[src/rtl/fft_pkg.sv]
// Shared constants and types for the FFT magnitude streaming block.
package fft_pkg;

    localparam int NSamples = 1024;
    localparam int DW       = 16;
    localparam int W        = 2 * DW + 1;

    typedef enum logic [0:0] {
        IDLE   = 1'b0,
        STREAM = 1'b1
    } fft_stream_state_t;

    typedef logic [W-1:0] mag_t;

endpackage

[src/rtl/cplx_mag_sq.sv]
// Two-stage |z|^2 pipeline: stage 1 squares re and im, stage 2 sums them.
// Valid and last travel alongside the data as a sideband.
module cplx_mag_sq #(
    parameter int DW = 16,
    parameter int W  = 2 * DW + 1
) (
    input  logic                 clk,
    input  logic                 reset,
    input  logic signed [DW-1:0] re_i,
    input  logic signed [DW-1:0] im_i,
    input  logic                 valid_i,
    input  logic                 last_i,
    output logic [W-1:0]         mag_o,
    output logic                 valid_o,
    output logic                 last_o
);

    logic signed [2*DW-1:0] re_ext_s;
    logic signed [2*DW-1:0] im_ext_s;
    logic [2*DW-1:0]        re_sq_d;
    logic [2*DW-1:0]        im_sq_d;
    logic [2*DW-1:0]        re_sq_q;
    logic [2*DW-1:0]        im_sq_q;
    logic                   v1_q;
    logic                   l1_q;
    logic [W-1:0]           mag_d;
    logic [W-1:0]           mag_q;
    logic                   v2_q;
    logic                   l2_q;

    // Sign-extend before squaring so the full 2*DW product is kept; the square
    // of a signed value is never negative, so it is carried as unsigned.
    always_comb begin
        re_ext_s = (2*DW)'(re_i);
        im_ext_s = (2*DW)'(im_i);
        re_sq_d  = $unsigned(re_ext_s * re_ext_s);
        im_sq_d  = $unsigned(im_ext_s * im_ext_s);
        mag_d    = {{(W-2*DW){1'b0}}, re_sq_q} + {{(W-2*DW){1'b0}}, im_sq_q};
    end

    // Stage 1: register the two squares for accepted bins.
    always_ff @(posedge clk) begin
        if (!reset) begin
            re_sq_q <= {(2*DW){1'b0}};
            im_sq_q <= {(2*DW){1'b0}};
            v1_q    <= 1'b0;
            l1_q    <= 1'b0;
        end else begin
            v1_q <= valid_i;
            l1_q <= valid_i & last_i;
            if (valid_i) begin
                re_sq_q <= re_sq_d;
                im_sq_q <= im_sq_d;
            end
        end
    end

    // Stage 2: register the sum; mag holds its last value between frames.
    always_ff @(posedge clk) begin
        if (!reset) begin
            mag_q <= {W{1'b0}};
            v2_q  <= 1'b0;
            l2_q  <= 1'b0;
        end else begin
            v2_q <= v1_q;
            l2_q <= v1_q & l1_q;
            if (v1_q) begin
                mag_q <= mag_d;
            end
        end
    end

    assign mag_o   = mag_q;
    assign valid_o = v2_q;
    assign last_o  = l2_q;

endmodule

[src/rtl/fft_mag_stream.sv]
// Frame-tracking front end for the spectral peak finder: accepts one FFT bin
// per cycle, enforces exactly NSamples bins per frame and reports aborts.
module fft_mag_stream #(
    parameter int NSamples = fft_pkg::NSamples,
    parameter int DW       = fft_pkg::DW,
    parameter int W        = 2 * DW + 1,
    parameter int NBits    = $clog2(NSamples)
) (
    input  logic                 clk,
    input  logic                 reset,
    input  logic signed [DW-1:0] fft_re,
    input  logic signed [DW-1:0] fft_im,
    input  logic                 fft_valid,
    input  logic                 fft_sop,
    input  logic                 fft_eop,
    output logic [W-1:0]         mag,
    output logic                 mag_valid,
    output logic                 mag_last,
    output logic                 frame_err
);

    import fft_pkg::*;

    localparam logic [NBits-1:0] LastIdx = NBits'(NSamples - 1);

    fft_stream_state_t state_q;
    fft_stream_state_t state_d;
    logic [NBits-1:0]  count_q;
    logic [NBits-1:0]  count_d;
    logic              frame_err_q;
    logic              err_d;
    logic              acc_s;
    logic              last_s;

    // Frame FSM: decide acceptance, last-bin marking and abort conditions.
    always_comb begin
        state_d = state_q;
        count_d = count_q;
        acc_s   = 1'b0;
        last_s  = 1'b0;
        err_d   = 1'b0;
        case (state_q)
            IDLE: begin
                if (fft_valid && fft_sop) begin
                    acc_s = 1'b1;
                    if (fft_eop) begin
                        // eop on bin 0 ends the frame far too early
                        err_d = 1'b1;
                    end else begin
                        state_d = STREAM;
                        count_d = NBits'(1);
                    end
                end else begin
                    state_d = IDLE;
                end
            end
            STREAM: begin
                if (!fft_valid || fft_sop) begin
                    // gap or unexpected sop: drop this bin, abort the frame
                    err_d   = 1'b1;
                    state_d = IDLE;
                    count_d = {NBits{1'b0}};
                end else begin
                    acc_s = 1'b1;
                    if (count_q == LastIdx) begin
                        last_s  = 1'b1;
                        err_d   = ~fft_eop;
                        state_d = IDLE;
                        count_d = {NBits{1'b0}};
                    end else if (fft_eop) begin
                        err_d   = 1'b1;
                        state_d = IDLE;
                        count_d = {NBits{1'b0}};
                    end else begin
                        count_d = count_q + NBits'(1);
                    end
                end
            end
            default: begin
                state_d = IDLE;
                count_d = {NBits{1'b0}};
            end
        endcase
    end

    // State, bin counter and error pulse registers.
    always_ff @(posedge clk) begin
        if (!reset) begin
            state_q     <= IDLE;
            count_q     <= {NBits{1'b0}};
            frame_err_q <= 1'b0;
        end else begin
            state_q     <= state_d;
            count_q     <= count_d;
            frame_err_q <= err_d;
        end
    end

    cplx_mag_sq #(
        .DW (DW),
        .W  (W)
    ) u_mag_sq (
        .clk     (clk),
        .reset   (reset),
        .re_i    (fft_re),
        .im_i    (fft_im),
        .valid_i (acc_s),
        .last_i  (last_s),
        .mag_o   (mag),
        .valid_o (mag_valid),
        .last_o  (mag_last)
    );

    assign frame_err = frame_err_q;

endmodule

[config.mk]
export PLATFORM = sky130hd
export DESIGN_NAME = fft_mag_stream
export DESIGN_NICKNAME = d
export VERILOG_FILES = /design/src/rtl/fft_pkg.sv /design/src/rtl/cplx_mag_sq.sv /design/src/rtl/fft_mag_stream.sv
export SDC_FILE = /design/constraint.sdc
export NUM_CORES = 1
export LEC_CHECK = 0
export ABC_AREA = 1
export CELL_PAD_IN_SITES_DETAIL_PLACEMENT = 1
export CELL_PAD_IN_SITES_GLOBAL_PLACEMENT = 2
export CORE_ASPECT_RATIO = 1.4
export CORE_MARGIN = 10
export CORE_UTILIZATION = 38
export CTS_BUF_LIST = sky130_fd_sc_hd__clkbuf_4 sky130_fd_sc_hd__clkbuf_8
export CTS_CLUSTER_DIAMETER = 60
export CTS_CLUSTER_SIZE = 14
export DETAILED_ROUTE_END_ITERATION = 7
export GPL_TIMING_DRIVEN = 0
export PLACE_DENSITY_LB_ADDON = 0.3
export RECOVER_POWER = 50
export SLEW_MARGIN = 20
export SYNTH_ARGS = -nofsm -noshare
export SYNTH_HDL_FRONTEND = slang
export SYNTH_SLANG_ARGS = --single-unit
[constraint.sdc]
create_clock -name clk -period 7.3 [get_ports clk]
set_clock_uncertainty 0.05 [all_clocks]
set_input_delay 1.46 -clock clk [delete_from_list [all_inputs] [get_ports clk]]
set_output_delay 1.46 -clock clk [all_outputs]
set_load 0.05 [all_outputs]
==> impl_metrics.py, run 1 <==
metrics = {
    "logic_synthesis": {
        "syn-num-nets": 4387,
        "netlist_area_sq_mm": 0.0263,
        "synthArstFlopShare_pct": 0,
        "synth-edff-count": 0,
        "syn_avg_cell_area_sq_um": 7.17,
        "yosys_warnings": 0,
        "ys_types": 45,
        "ys.flop_type": "dfxtp_1",
        "netlist.area_leader.share_pct": 35.6,
        "synth_seq_cells": 111,
        "synth_seq_area_share_pct": 8.45,
        "yosysTopAreaCell": "fa_1",
        "ys_top_cells_by_area": "fa_1 36%, inv_1 15%, nand2_1 12%",
        "synthCells": 3671,
    },
    "routing": {
        "dr.pass1.iters": 6,
        "antenna_left": 0,
        "drt_wl_total_um": 81700,
        "vias": 22200,
        "drtIter0Drc": 650,
        "viasPerCell": 4.73,
        "wl_per_cell_um": 17.4,
        "drc": 0,
    },
    "critical_path": {
        "cp-start-kind": "primary input",
        "r2r_setup_slack_ps": 5230,
        "path_buf_inv": 8,
        "reg2reg_from": "u_mag_sq.im_sq_q[21]",
        "slowest_stage": "clkdlybuf4s50_1",
        "critPathCaptureType": "flip-flop",
        "crit_type": "primary input to flip-flop",
        "critPathMostFrequentCell": "fa_1",
        "worstPathCellList": "clkdlybuf4s50_1, clkbuf_4, clkbuf_4, nand2_1, fa_1, fa_1, fa_1, inv_1, fa_1, fa_1, inv_1, fa_1, inv_1, ha_2, nand2_1, inv_1, nand2_1, nor2_1, nand4_1, nand4_1, nand3_1, nand2_1, inv_1",
        "cp_max_fo": 10,
        "reg2reg_depth": 10,
        "required_ps": 7570,
        "reg2reg_to": "u_mag_sq.mag_o[22]",
        "crit_arrival_ps": 7360,
        "cpLargestDelayFamily": "adder cells",
        "cp_num_cells": 23,
        "critPathMaxStageDelay_ps": 540,
    },
    "sta": {
        "worst_slack_ps": 207,
        "post-route-period-util_pct": 97.2,
        "drv_slew": 0,
        "fin_crit_ps": 7090,
        "finalHoldViolCount": 0,
        "setup_viol": 0,
        "worstMarginPinSlew_ps": 802,
        "max-slew-margin-rel_pct": 46.5,
        "setup_tns_ps": 0,
        "fin_hold_ws_ps": 377,
        "rsz0062_at_grt": "true",
        "fmax_mhz": 141,
    },
    "cells_and_area": {
        "drive_gt1_share_pct": 5.35,
        "fin_nets": 4471,
        "syn_to_final_growth_pct": 9.21,
        "antenna_cells": 0,
        "nFillCells": 8898,
    },
    "floorplan": {
        "die_area_sq_mm": 0.0803,
        "num_rows": 114,
        "die_w_um": 242,
        "start_util_pct": 38.2,
        "die_h_um": 331,
        "core-area_sq_mm": 0.0689,
        "ios": 73,
    },
    "hold_path": {
        "min_to": "u_mag_sq.last_o",
        "worstHoldPathCells": 2,
        "hp-class": "flip-flop to flip-flop",
        "min_from": "u_mag_sq.l1_q",
    },
    "cts": {
        "path_clk_slew_ps": 120,
        "cts_tree": "built",
        "cts_htree_levels": 3,
        "cts.sinks": 111,
        "clock_path_buffers": 2,
        "cts-root-buf": "clkbuf_8",
        "cts_buffers": 9,
        "ctsHoldBuffers": 0,
        "insertion_delay_ps": 410,
    },
    "placement": {
        "pre_cts_slack_ps": -1630,
        "dp_hpwl_um": 72400,
        "place_congestion": 0.855,
        "port_buffers": 59,
    },
    "global_route": {
        "grt_max_degree": 20,
        "overflow": 0,
        "grt_pass1_wl_um": 133000,
        "antenna_found_initial": 0,
        "grt_pass1_vias": 25000,
        "grt_use_total_pct": 20.8,
    },
    "run_status": {
        "status": "finished, final reports clean",
    },
    "run": {
        "maxCapViolCount": 0,
    },
}
-- cell families (layout without fill, tap and decap cells) --
kind of cell,count (synthesis),after routing,share of synthesized area [%]
flip-flops,111,111,8.45
XOR/XNOR,60,60,2.00
buffers and inverters,1167,1256,16.8
adder cells (fa/ha/maj),679,679,45.7
AO/OA/AOI/OAI,217,217,4.77
AND/OR/NAND/NOR,1437,1437,22.3
-- state kept, by name, summed over array words and instances, names as in the netlist, 10 cells and up --
signal	flops
u_mag_sq.re_sq_q	31
u_mag_sq.im_sq_q	31
u_mag_sq.mag_o	33
count_q	10
-- layer usage --
metal / GRT usage [%] / vias up / part of all wire, %
met4: 5.20 / 0 / 2.7
met2: 42.0 / 245 / 56
met3: 0.933 / 99 / 1.7
met5: 0 / - / 0
met1: 22.9 / 11100 / 40
li1: - / 10800 / -
-- layout make-up --
class                           instances  area, sq um  area share [%]
Clock inverter                          6         51.3           0.179
Inverter                             1072         4030            14.0
Clock buffer                           10          131           0.457
Sequential cell                       111         2220            7.74
Tap cell                              928         1160            4.04
Buffer                                 94          621            2.16
Timing Repair Buffer                   74          711            2.47
Multi-Input combinational cell       2393        19800            68.9
-- worst reg2reg max path: stages (launching register included) --
cell and delay [ps]:
dfxtp_1 360, ha_1 460, nand2_1 170, nor2_1 220, nand2_1 100, inv_1 80, nand3_1 80, nand3b_1 190
nor2_1 60, o21ai_0 160, inv_1 50
-- timing repair --
action	in CTS	in global routing
resized for setup	80	126
pin swaps	2	10
setup buffers	4	11
endpoints found under the setup margin	45	37
-- Yosys cell counts (2+ instances only) --
library cell,instances
o21ai_1,4
clkbuf_1,76
a31o_2,5
buf_4,5
nand2_1,873
ha_1,211
dfxtp_1,111
and2_1,2
nor2_2,12
xor2_1,40
a31oi_1,2
buf_2,8
nand3b_1,5
o21bai_1,28
nor2_1,318
a21oi_2,5
or2_2,4
buf_1,4
inv_1,1067
xnor2_1,20
o21a_1,2
a21oi_1,88
o31ai_1,2
nand2_2,15
o221ai_1,2
inv_2,4
o211ai_1,7
nor3_1,21
nand3_1,135
nand3_2,6
fa_1,468
nand4_1,40
a211oi_1,2
a21o_1,7
o21ai_0,62
-- through the flow --
step,std cells,utilization [%],cell area (sq um)
2_1_floorplan,3671,-,26300
3_3_place_gp,4658,40.7,28100
3_5_place_dp,4658,40.7,28100
4_1_cts,4677,41.3,28400
5_1_grt,4688,41.7,28700
6_report,4688,41.7,28700
-- placed cells by master (no fill, tap or decap), types with 28 or more instances in the layout --
master and count:
o21ai_0 63, nand3_1 133, nand2_1 872, a21oi_1 83, o21bai_1 28, buf_4 29, clkdlybuf4s50_1 36, nor2_1 312
fa_1 458, inv_1 1062, ha_1 198, nand4_1 40, dfxtp_1 111, xor2_1 39
-- how the worst max path moves through the flow --
stage / start / to / slack [ps]
after floorplan: fft_im[1] / u_mag_sq.im_sq_q[31] / 440
after global placement: fft_im[1] / u_mag_sq.im_sq_q[31] / -1630
after detailed placement: fft_im[1] / u_mag_sq.im_sq_q[31] / -1630
after CTS: fft_re[6] / u_mag_sq.re_sq_q[31] / 3
after global routing: fft_re[9] / u_mag_sq.re_sq_q[31] / -40
final: fft_re[2] / u_mag_sq.re_sq_q[21] / 210
Power of run 1 is not shown: default switching activity piles up to over one toggle a cycle in this logic, so the estimate is an artifact.
==> run 2: changes to the inputs <==
--- a/config.mk
+++ b/config.mk
@@ -12,7 +12,7 @@
 export CORE_MARGIN = 10
 export CORE_UTILIZATION = 38
 export CTS_BUF_LIST = sky130_fd_sc_hd__clkbuf_4 sky130_fd_sc_hd__clkbuf_8
-export CTS_CLUSTER_DIAMETER = 60
+export CTS_CLUSTER_DIAMETER = 100
 export CTS_CLUSTER_SIZE = 14
 export DETAILED_ROUTE_END_ITERATION = 7
 export GPL_TIMING_DRIVEN = 0
==> results of run 2 <==
No change in the layout: final DEF, timing and power equal those of run 1.
Power of run 2 is left out for the same reason.
==> run 3: changes to the inputs <==
--- a/config.mk
+++ b/config.mk
@@ -16,9 +16,10 @@
 export CTS_CLUSTER_SIZE = 14
 export DETAILED_ROUTE_END_ITERATION = 7
 export GPL_TIMING_DRIVEN = 0
-export PLACE_DENSITY_LB_ADDON = 0.3
+export PLACE_DENSITY = 0.91
 export RECOVER_POWER = 50
 export SLEW_MARGIN = 20
 export SYNTH_ARGS = -nofsm -noshare
 export SYNTH_HDL_FRONTEND = slang
+export SYNTH_HIERARCHICAL = 1
 export SYNTH_SLANG_ARGS = --single-unit
==> run 3 against run 2 <==
Against the previous run:
- final area down 1.1%
- worst setup slack lost 7.2 ps
- register-to-register slack lost 500 ps
- non-clock buffer count shrank 11
- clock-buffer cell count up 1
- area after synthesis shrank 0.52%
- global-route usage decreased by 0.28 points
- synthesized cell count down 0.98%
- worst hold slack got worse by 11 ps
==> impl_metrics.py, run 3 <==
metrics = {
    "cts": {
        "cts_htree_levels": 3,
        "clock_path_buffers": 2,
        "cts.sinks": 111,
        "path_clk_slew_ps": 100,
        "cts_tree": "built",
        "insertion_delay_ps": 420,
        "cts-root-buf": "clkbuf_8",
        "cts_buffers": 9,
    },
    "critical_path": {
        "cp-start-kind": "primary input",
        "cp_max_fo": 10,
        "required_ps": 7570,
        "crit_type": "primary input to flip-flop",
        "crit_arrival_ps": 7370,
        "critPathCaptureType": "flip-flop",
    },
    "logic_synthesis": {
        "yosysTopAreaCell": "fa_1",
        "syn-num-nets": 4352,
        "synth-edff-count": 0,
        "synth_seq_cells": 111,
        "synthCells": 3635,
        "synth_seq_area_share_pct": 8.49,
        "yosysMostFrequentCell": "inv_1",
        "netlist_area_sq_mm": 0.0262,
        "syn_avg_cell_area_sq_um": 7.20,
        "ys_types": 42,
        "netlist.area_leader.share_pct": 35.8,
        "ys_top_cells_by_area": "fa_1 36%, inv_1 15%, nand2_1 14%",
        "synthArstFlopShare_pct": 0,
        "yosys_warnings": 6,
        "yosys-top-cells-count": "1050 x inv_1, 963 x nand2_1, 468 x fa_1",
        "ys.flop_type": "dfxtp_1",
    },
    "floorplan": {
        "ios": 73,
        "start_util_pct": 38.5,
        "die_w_um": 242,
        "die_h_um": 330,
        "num_rows": 113,
        "die_area_sq_mm": 0.0799,
        "core-area_sq_mm": 0.0680,
    },
    "routing": {
        "wl_per_cell_um": 17.5,
        "drtIter0Drc": 764,
        "antenna_left": 0,
        "vias": 22100,
        "drc": 0,
        "drt_wl_total_um": 81000,
        "dr.pass1.iters": 5,
        "viasPerCell": 4.77,
    },
    "cells_and_area": {
        "seqCellArea_sq_mm": 0.00222,
        "drive_gt1_share_pct": 5.25,
        "final_common_cell": "inv_1",
        "largest_reg_flops": 33,
        "layout_common_cells": "1051 x inv_1, 962 x nand2_1, 461 x fa_1, 203 x ha_1, 198 x nor2_1",
        "fin_nets": 4424,
        "antenna_cells": 0,
        "multi_input_area_sq_mm": 0.0197,
        "nFillCells": 8658,
        "syn_to_final_growth_pct": 8.54,
    },
    "global_route": {
        "overflow": 0,
        "grt_pass1_wl_um": 129000,
        "grt_use_total_pct": 20.5,
        "antenna_found_initial": 0,
        "grt_pass1_vias": 24900,
        "grt_max_degree": 18,
    },
    "run_status": {
        "status": "finished, final reports clean",
    },
    "placement": {
        "port_buffers": 57,
        "dp_hpwl_um": 71500,
        "place_congestion": 0.888,
    },
    "run": {
        "maxCapViolCount": 0,
    },
    "hold_path": {
        "hp-class": "flip-flop to flip-flop",
    },
    "sta": {
        "drv_slew": 0,
        "fin_hold_ws_ps": 366,
        "setup_tns_ps": 0,
        "fin_crit_ps": 7100,
        "post-route-period-util_pct": 97.3,
        "max-slew-margin-rel_pct": 42.7,
        "fmax_mhz": 141,
        "setup_viol": 0,
        "worstMarginPinSlew_ps": 860,
        "finalHoldViolCount": 0,
    },
}
==> run 3: cell types whose count changed after synthesis, sizes merged, moves of 4 or more <==
cell    previous run  this run
nand2            888       987
clkbuf            76        84
buf               18        12
nand4             41        35
xor2              40        36
nor2             331       230
xnor2             20        15
inv             1071      1054
==> run 3: worst paths after layout <==
path,startpoint,endpoint,slack [ps],cells after the start
hold / removal,u_mag_sq/l1_q,u_mag_sq/last_o,370,2
setup reg to reg,state_q,u_mag_sq/re_sq_q[28],4730,9
setup / recovery,fft_im[11],u_mag_sq/im_sq_q[31],200,24
hold reg to reg,u_mag_sq/l1_q,u_mag_sq/last_o,370,2
==> run 3: final cells by class <==
type                       instances  area share [%]
buffer                            94            1.87
clock buffer                      11           0.511
clock inverter                     4           0.194
inverter                        1057            14.0
multi-input combinational       2371            69.4
sequential                       111            7.82
tap                              920            4.05
timing repair buffer              63            2.19
==> run 3: worst max-delay path: stages <==
cell,delay (ps)
clkdlybuf4s50_1,500
clkbuf_4,250
clkbuf_4,260
nand2_1,110
fa_1,540
fa_1,530
fa_1,540
inv_1,60
fa_1,500
fa_1,490
inv_1,50
fa_1,470
inv_1,40
ha_1,360
nand2_1,170
inv_1,100
a21oi_4,200
nand3_1,190
nand2_1,110
nand2_1,70
nand2_1,60
nand2_1,60
nor2_2,180
nor2_1,60
==> run 3: cells by family (layout without fill, tap and decap cells) <==
group	after synthesis	count (layout)	synth area share, %
adder cells (fa/ha/maj)	680	680	45.9
buffers and inverters	1153	1229	16.6
AND/OR/NAND/NOR	1431	1431	22.6
flip-flops	111	111	8.49
XOR/XNOR	51	51	1.71
AO/OA/AOI/OAI	209	209	4.60
==> run 3: what timing repair did <==
| item | in CTS | in global routing |
|---|---|---|
| gates resized for setup | 49 | 141 |
| setup endpoints to repair | 41 | 36 |
| setup buffers | 0 | 6 |
| pin swaps | 1 | 5 |
| hold buffers | 0 | 0 |
==> run 3: through the flow <==
step / area (sq um) / std cells / utilization (%) / setup slack [ps]
after floorplan: 26200 / 3635 / - / 508
after global placement: 27900 / 4612 / 41.0 / -1050
after detailed placement: 27900 / 4612 / 41.0 / -1170
after CTS: 28200 / 4625 / 41.4 / 0.631
after global routing: 28400 / 4631 / 41.8 / -5.95
final: 28400 / 4631 / 41.8 / 200
==> run 3: per-layer routing <==
metal	part of all wire, %	GRT usage [%]
met5	0	0
met4	4.3	8.79
met3	2.8	1.97
met2	54	40.0
met1	39	22.1
Power of run 3 is left out for the same reason.
